[config.mk]
export PLATFORM = sky130hd
export DESIGN_NAME = load_store_unit
export DESIGN_NICKNAME = d
export VERILOG_FILES = /design/src/rtl/load_store_unit.sv
export SDC_FILE = /design/constraint.sdc
export NUM_CORES = 1
export LEC_CHECK = 0
export CORE_ASPECT_RATIO = 1.5
export CORE_UTILIZATION = 40
export CTS_CLUSTER_SIZE = 30
export DETAILED_ROUTE_END_ITERATION = 8
export PLACE_DENSITY = 0.72
export SLEW_MARGIN = 30
export SYNTH_ARGS = -nofsm -noshare
export SYNTH_HDL_FRONTEND = slang
export SYNTH_SLANG_ARGS = --single-unit
[constraint.sdc]
create_clock -name clk -period 2.6 [get_ports clk]
set_clock_uncertainty 0.1 [all_clocks]
set_input_delay 0.52 -clock clk [delete_from_list [all_inputs] [get_ports clk]]
set_output_delay 0.52 -clock clk [all_outputs]
set_load 0.01 [all_outputs]
[src/rtl/load_store_unit.sv]
// rtl/load_store_unit.sv - RV32I load/store unit: formats CPU accesses onto a word-wide memory port
module load_store_unit #(
    parameter int TIMEOUT = 16
) (
    input  logic        clk,
    input  logic        reset,
    input  logic        req_valid,
    input  logic        req_store,
    input  logic [2:0]  funct3,
    input  logic [31:0] addr,
    input  logic [31:0] wdata,
    output logic        stall,
    output logic        done,
    output logic        err,
    output logic [31:0] load_data,
    output logic        mem_req,
    output logic        mem_we,
    output logic [31:0] mem_addr,
    output logic [31:0] mem_wdata,
    output logic [3:0]  mem_be,
    input  logic        mem_ack,
    input  logic [31:0] mem_rdata
);

    localparam logic [1:0] IDLE   = 2'd0;
    localparam logic [1:0] ACCESS = 2'd1;
    localparam logic [1:0] RESP   = 2'd2;

    logic [1:0]  state;
    logic [7:0]  cnt;
    logic        lat_store;
    logic [2:0]  lat_funct3;
    logic [1:0]  lat_off;
    logic        timed_out;

    logic        legal;
    logic        aligned;
    logic        req_ok;
    logic [3:0]  fmt_be;
    logic [31:0] fmt_wdata;
    logic [7:0]  lane_b;
    logic [15:0] lane_h;
    logic [31:0] fmt_load;

    always_comb begin
        legal = 1'b0;
        case (funct3)
            3'b000, 3'b001, 3'b010: legal = 1'b1;
            3'b100, 3'b101:         legal = !req_store;
            default:                legal = 1'b0;
        endcase
        aligned = 1'b1;
        if (funct3[1:0] == 2'b01 && addr[0])
            aligned = 1'b0;
        if (funct3[1:0] == 2'b10 && addr[1:0] != 2'b00)
            aligned = 1'b0;
        req_ok = legal && aligned;
    end

    // Loads use the same byte-enable shape as stores so the memory sees the true access width.
    always_comb begin
        fmt_be    = 4'b1111;
        fmt_wdata = wdata;
        case (funct3[1:0])
            2'b00: begin
                fmt_be    = 4'b0001 << addr[1:0];
                fmt_wdata = {4{wdata[7:0]}};
            end
            2'b01: begin
                fmt_be    = addr[1] ? 4'b1100 : 4'b0011;
                fmt_wdata = {2{wdata[15:0]}};
            end
            default: begin
                fmt_be    = 4'b1111;
                fmt_wdata = wdata;
            end
        endcase
    end

    always_comb begin
        lane_b   = mem_rdata[{lat_off, 3'b000} +: 8];
        lane_h   = lat_off[1] ? mem_rdata[31:16] : mem_rdata[15:0];
        fmt_load = mem_rdata;
        case (lat_funct3)
            3'b000:  fmt_load = {{24{lane_b[7]}}, lane_b};
            3'b001:  fmt_load = {{16{lane_h[15]}}, lane_h};
            3'b100:  fmt_load = {24'd0, lane_b};
            3'b101:  fmt_load = {16'd0, lane_h};
            default: fmt_load = mem_rdata;
        endcase
    end

    always_ff @(posedge clk or negedge reset) begin
        if (!reset) begin
            state      <= IDLE;
            cnt        <= 8'd0;
            lat_store  <= 1'b0;
            lat_funct3 <= 3'd0;
            lat_off    <= 2'd0;
            timed_out  <= 1'b0;
            load_data  <= 32'd0;
            mem_addr   <= 32'd0;
            mem_wdata  <= 32'd0;
            mem_be     <= 4'd0;
        end else begin
            case (state)
                IDLE: begin
                    if (req_valid && req_ok) begin
                        state      <= ACCESS;
                        cnt        <= 8'd0;
                        timed_out  <= 1'b0;
                        lat_store  <= req_store;
                        lat_funct3 <= funct3;
                        lat_off    <= addr[1:0];
                        mem_addr   <= {addr[31:2], 2'b00};
                        mem_wdata  <= fmt_wdata;
                        mem_be     <= fmt_be;
                    end
                end
                ACCESS: begin
                    if (mem_ack) begin
                        state <= RESP;
                        if (!lat_store)
                            load_data <= fmt_load;
                    end else if (cnt == 8'(TIMEOUT - 1)) begin
                        state     <= RESP;
                        timed_out <= 1'b1;
                    end else begin
                        cnt <= cnt + 8'd1;
                    end
                end
                RESP:    state <= IDLE;
                default: state <= IDLE;
            endcase
        end
    end

    // Input-dependent outputs are gated by reset so they read 0 while reset is held.
    assign stall   = reset && ((state == IDLE && req_valid && req_ok) || state == ACCESS);
    assign err     = reset && ((state == IDLE && req_valid && !req_ok) || (state == RESP && timed_out));
    assign done    = (state == RESP) && !timed_out;
    assign mem_req = (state == ACCESS);
    assign mem_we  = (state == ACCESS) && lat_store;

endmodule
==> flow_summary_export.csv <==
group,metric,value,unit
outcome,status,"finished clean",
sta,fin_crit_sh,0.9711,
critical_path,worstPathArrival,1.90,ns
worst_hold_path,hold_start,"mem_addr[12]$_DFFE_PN0P_",
worst_hold_path,whs_path_depth,2,
synthesis,seq_area_frac_synth,0.5317,
drt,vias,5118,
synthesis,ys_top_cells_by_count,"184 x nand2_1, 115 x dfrtp_1, 47 x o21ai_0, 37 x nand3_1, 33 x mux2i_1",
clock_tree,root_buffer,"clkbuf_16",
worst_hold_path,min_to,"mem_addr[12]$_DFFE_PN0P_",
critical_path,critPathMaxStageDelay,0.52,ns
synthesis,yosysWarnings,0,
sta,finalWorstSetupSlack,0.07507,ns
drt,vias_per_cell,5.233,
global_routing,grt_overflow_total,0,
synthesis,synthDominantCellAreaShare,0.5317,
layout,fin_nets,911,
run,drv_cap,0,
global_routing,grt_pass1_wl,25990,um
synthesis,synth_seq_cells,115,
critical_path,r2r_start,"lat_funct3[0]$_DFFE_PN0P_",
critical_path,setup.worst_path.class,"in -> out",
clock_tree,clkSinkCount,115,
critical_path,worst_path_dominant_cell_family,"buffers and inverters",
sta,layout_min_cycle_time,2.525,ns
clock_tree,postCtsSetupBuffers,0,
critical_path,ff2ff_setup_slack,0.51,ns
sta,setup_violations,0,
critical_path,crit_path_max_fanout,3,
synthesis,syn_area_per_cell,9.036,um^2
synthesis,netlist_top_cells_area,"dfrtp_1 53%, nand2_1 13%, mux2i_1 6.1%",
clock_tree,clockBufferDepth,2,
global_routing,grt_max_degree,115,
critical_path,cp_num_buf_inv,3,
global_routing,antenna_found_initial,0,
drt,ant_nets,0,
synthesis,synth_cells,599,
sta,fmax,396.1,MHz
pwr,ir_worst_vdd,0.4982,mV
layout,drive_gt1_frac,0.08669,
placed_design,place_congestion,0.7886,
critical_path,required,1.98,ns
sta,holdWs,0.3721,ns
layout,antenna_cells,0,
global_routing,grtUsageTotal,0.2341,
sta,rsz0062_at_grt,"false",
floorplan,start_util,0.4138,
synthesis,ys.flop_type,"dfrtp_1",
drt,wl_per_cell,16.44,um
critical_path,setup.worst_path.start_class,"input pin",
critical_path,r2r_end,"load_data[5]$_DFFE_PN0P_",
synthesis,syn_area,5413,um^2
drt,drt-pass1-iter-count,5,
layout,final_area,8338,um^2
sta,tightest_slew,0.9111,ns
clock_tree,path_clk_slew,0.05,ns
critical_path,crit_chain,"clkdlybuf4s50_1 -> nor4_1 -> buf_4 -> nor4b_2 -> a21oi_1 -> nor3b_1 -> buf_2",
critical_path,crit_slowest_cell,"clkdlybuf4s50_1",
pwr,leakage,3.756,nW
critical_path,end_kind,"primary output",
layout,num-fill-cells,1079,
floorplan,dieHeight,144.5,um
drt,finalWirelength,16080,um
synthesis,yosysUniqueCellTypes,42,
drt,first_iter_violations,240,
floorplan,rows,51,
synthesis,async_flop_share,1.000,
pwr,p_per_area,987.2,nW/um^2
synthesis,yosysMostFrequentCell,"nand2_1",
floorplan,chipWidth,96.98,um
sta,relSlewSlack,0.3926,
placed_design,place_ws,-0.3492,ns
drt,drc_errors,0,
sta,hold_violations,0,
placed_design,dp_hpwl,11600,um
clock_tree,cts_max_level,4,
synthesis,synth_enable_flop_cells,0,
clock_tree,cts_tree,"done",
clock_tree,clk_latency,0.40,ns
global_routing,grt_pass1_vias,5198,
critical_path,rr_worst_depth,4,
floorplan,ios,209,
placed_design,port_buffers,206,
placed_design,place_area,7709,um^2
worst_hold_path,hp-class,"reg -> reg",
clock_tree,cts_buffers,17,
floorplan,core_area,13080,um^2
synthesis,post-synth-top-area-cell,"dfrtp_1",
sta,slew_viol_final,0,
layout,area_growth,54.05,%
floorplan,dieArea,14010,um^2
-- per-stage QoR --
step                      total power [mW]  std cells    util  setup TNS (ns)
after global placement               5.802        945  0.5893         -0.6543
final                                8.232        978  0.6374               0
after detailed placement             5.893        945  0.5893          -2.692
after floorplan                      4.084        600       -               0
after global routing                 8.700        978  0.6374               0
after CTS                            8.313        978  0.6368               0
-- cell type report --
| cell class | count | area [um^2] | area share |
|---|---|---|---|
| clock buffers | 20 | 456.7 | 0.05477 |
| clock inverters | 12 | 156.4 | 0.01876 |
| inverters | 6 | 22.52 | 0.002701 |
| multi-input cells | 438 | 2357 | 0.2827 |
| flip-flops and latches | 115 | 2878 | 0.3451 |
| well taps | 159 | 198.9 | 0.02386 |
| repair buffers | 228 | 2268 | 0.2721 |
-- placed cells by master (no fill, tap or decap), types with 4 or more instances in the layout --
cell type and instances:
buf_12 4, nand2_1 184, inv_1 6, a2bb2oi_1 7, nand3_1 37, clkinvlp_4 7
mux2i_1 33, a21oi_1 25, dfrtp_1 115, nand2b_1 4, nand3b_1 9, and2_1 7
mux2_2 7, o21ai_0 47, clkdlybuf4s50_1 201, nor2_1 25, nor3b_1 12, a31oi_1 7
buf_4 18, clkbuf_16 17
-- registers in the layout (all words and copies together) (netlist names) --
signal and flops:
load_data 32, mem_wdata 32, mem_addr 30, cnt 8, mem_be 4, lat_funct3 3
lat_off 2, state 2, lat_store 1, timed_out 1
-- cell families after synthesis --
group	after synthesis	synth area share
buf+inv	47	0.03860
xor+xnor	2	0.003237
flops	115	0.5317
fa+ha+maj	1	0.002311
mux	41	0.07975
compound gates	97	0.1008
other cells	1	0.0006928
simple gates	295	0.2429
-- power breakdown --
| part | internal, mW | switching [mW] |
|---|---|---|
| Clock | 1.56 | 0.830 |
| Combinational | 1.65 | 1.37 |
| Sequential | 2.44 | 0.392 |
| Total | 5.64 | 2.59 |
-- worst min-delay path: stages (launching register included) --
cell and delay, ns:
dfrtp_1 0.34, nand2_1 0.05, nand2_1 0.06
-- metal layers --
metal | wire [um] | vias to the layer above | GRT usage
li1 | - | 2429 | -
met1 | 6312 | 2458 | 0.2761
met2 | 8239 | 200 | 0.4003
met3 | 1033 | 31 | 0.05365
met4 | 490 | 0 | 0.1202
met5 | 0 | - | 0
-- worst max path at each step --
stage,from,end,depth (start not counted)
global route,funct3[2],err,7
CTS,state[1]$_DFFE_PN0P_,mem_we,3
floorplan,funct3[0],stall,5
detailed placement,addr[0],err,7
finish,funct3[2],err,7
global placement,addr[0],err,7
-- repair_timing --
action | CTS | global route
endpoints found under the setup margin | 2 | 4
pin swaps | 0 | 1
endpoints found under the hold margin | 1 | 0
hold buffers | 1 | 0
cloned | 0 | 0
resized for setup | 7 | 5
Note: power is estimated with default switching activity, not from simulation.
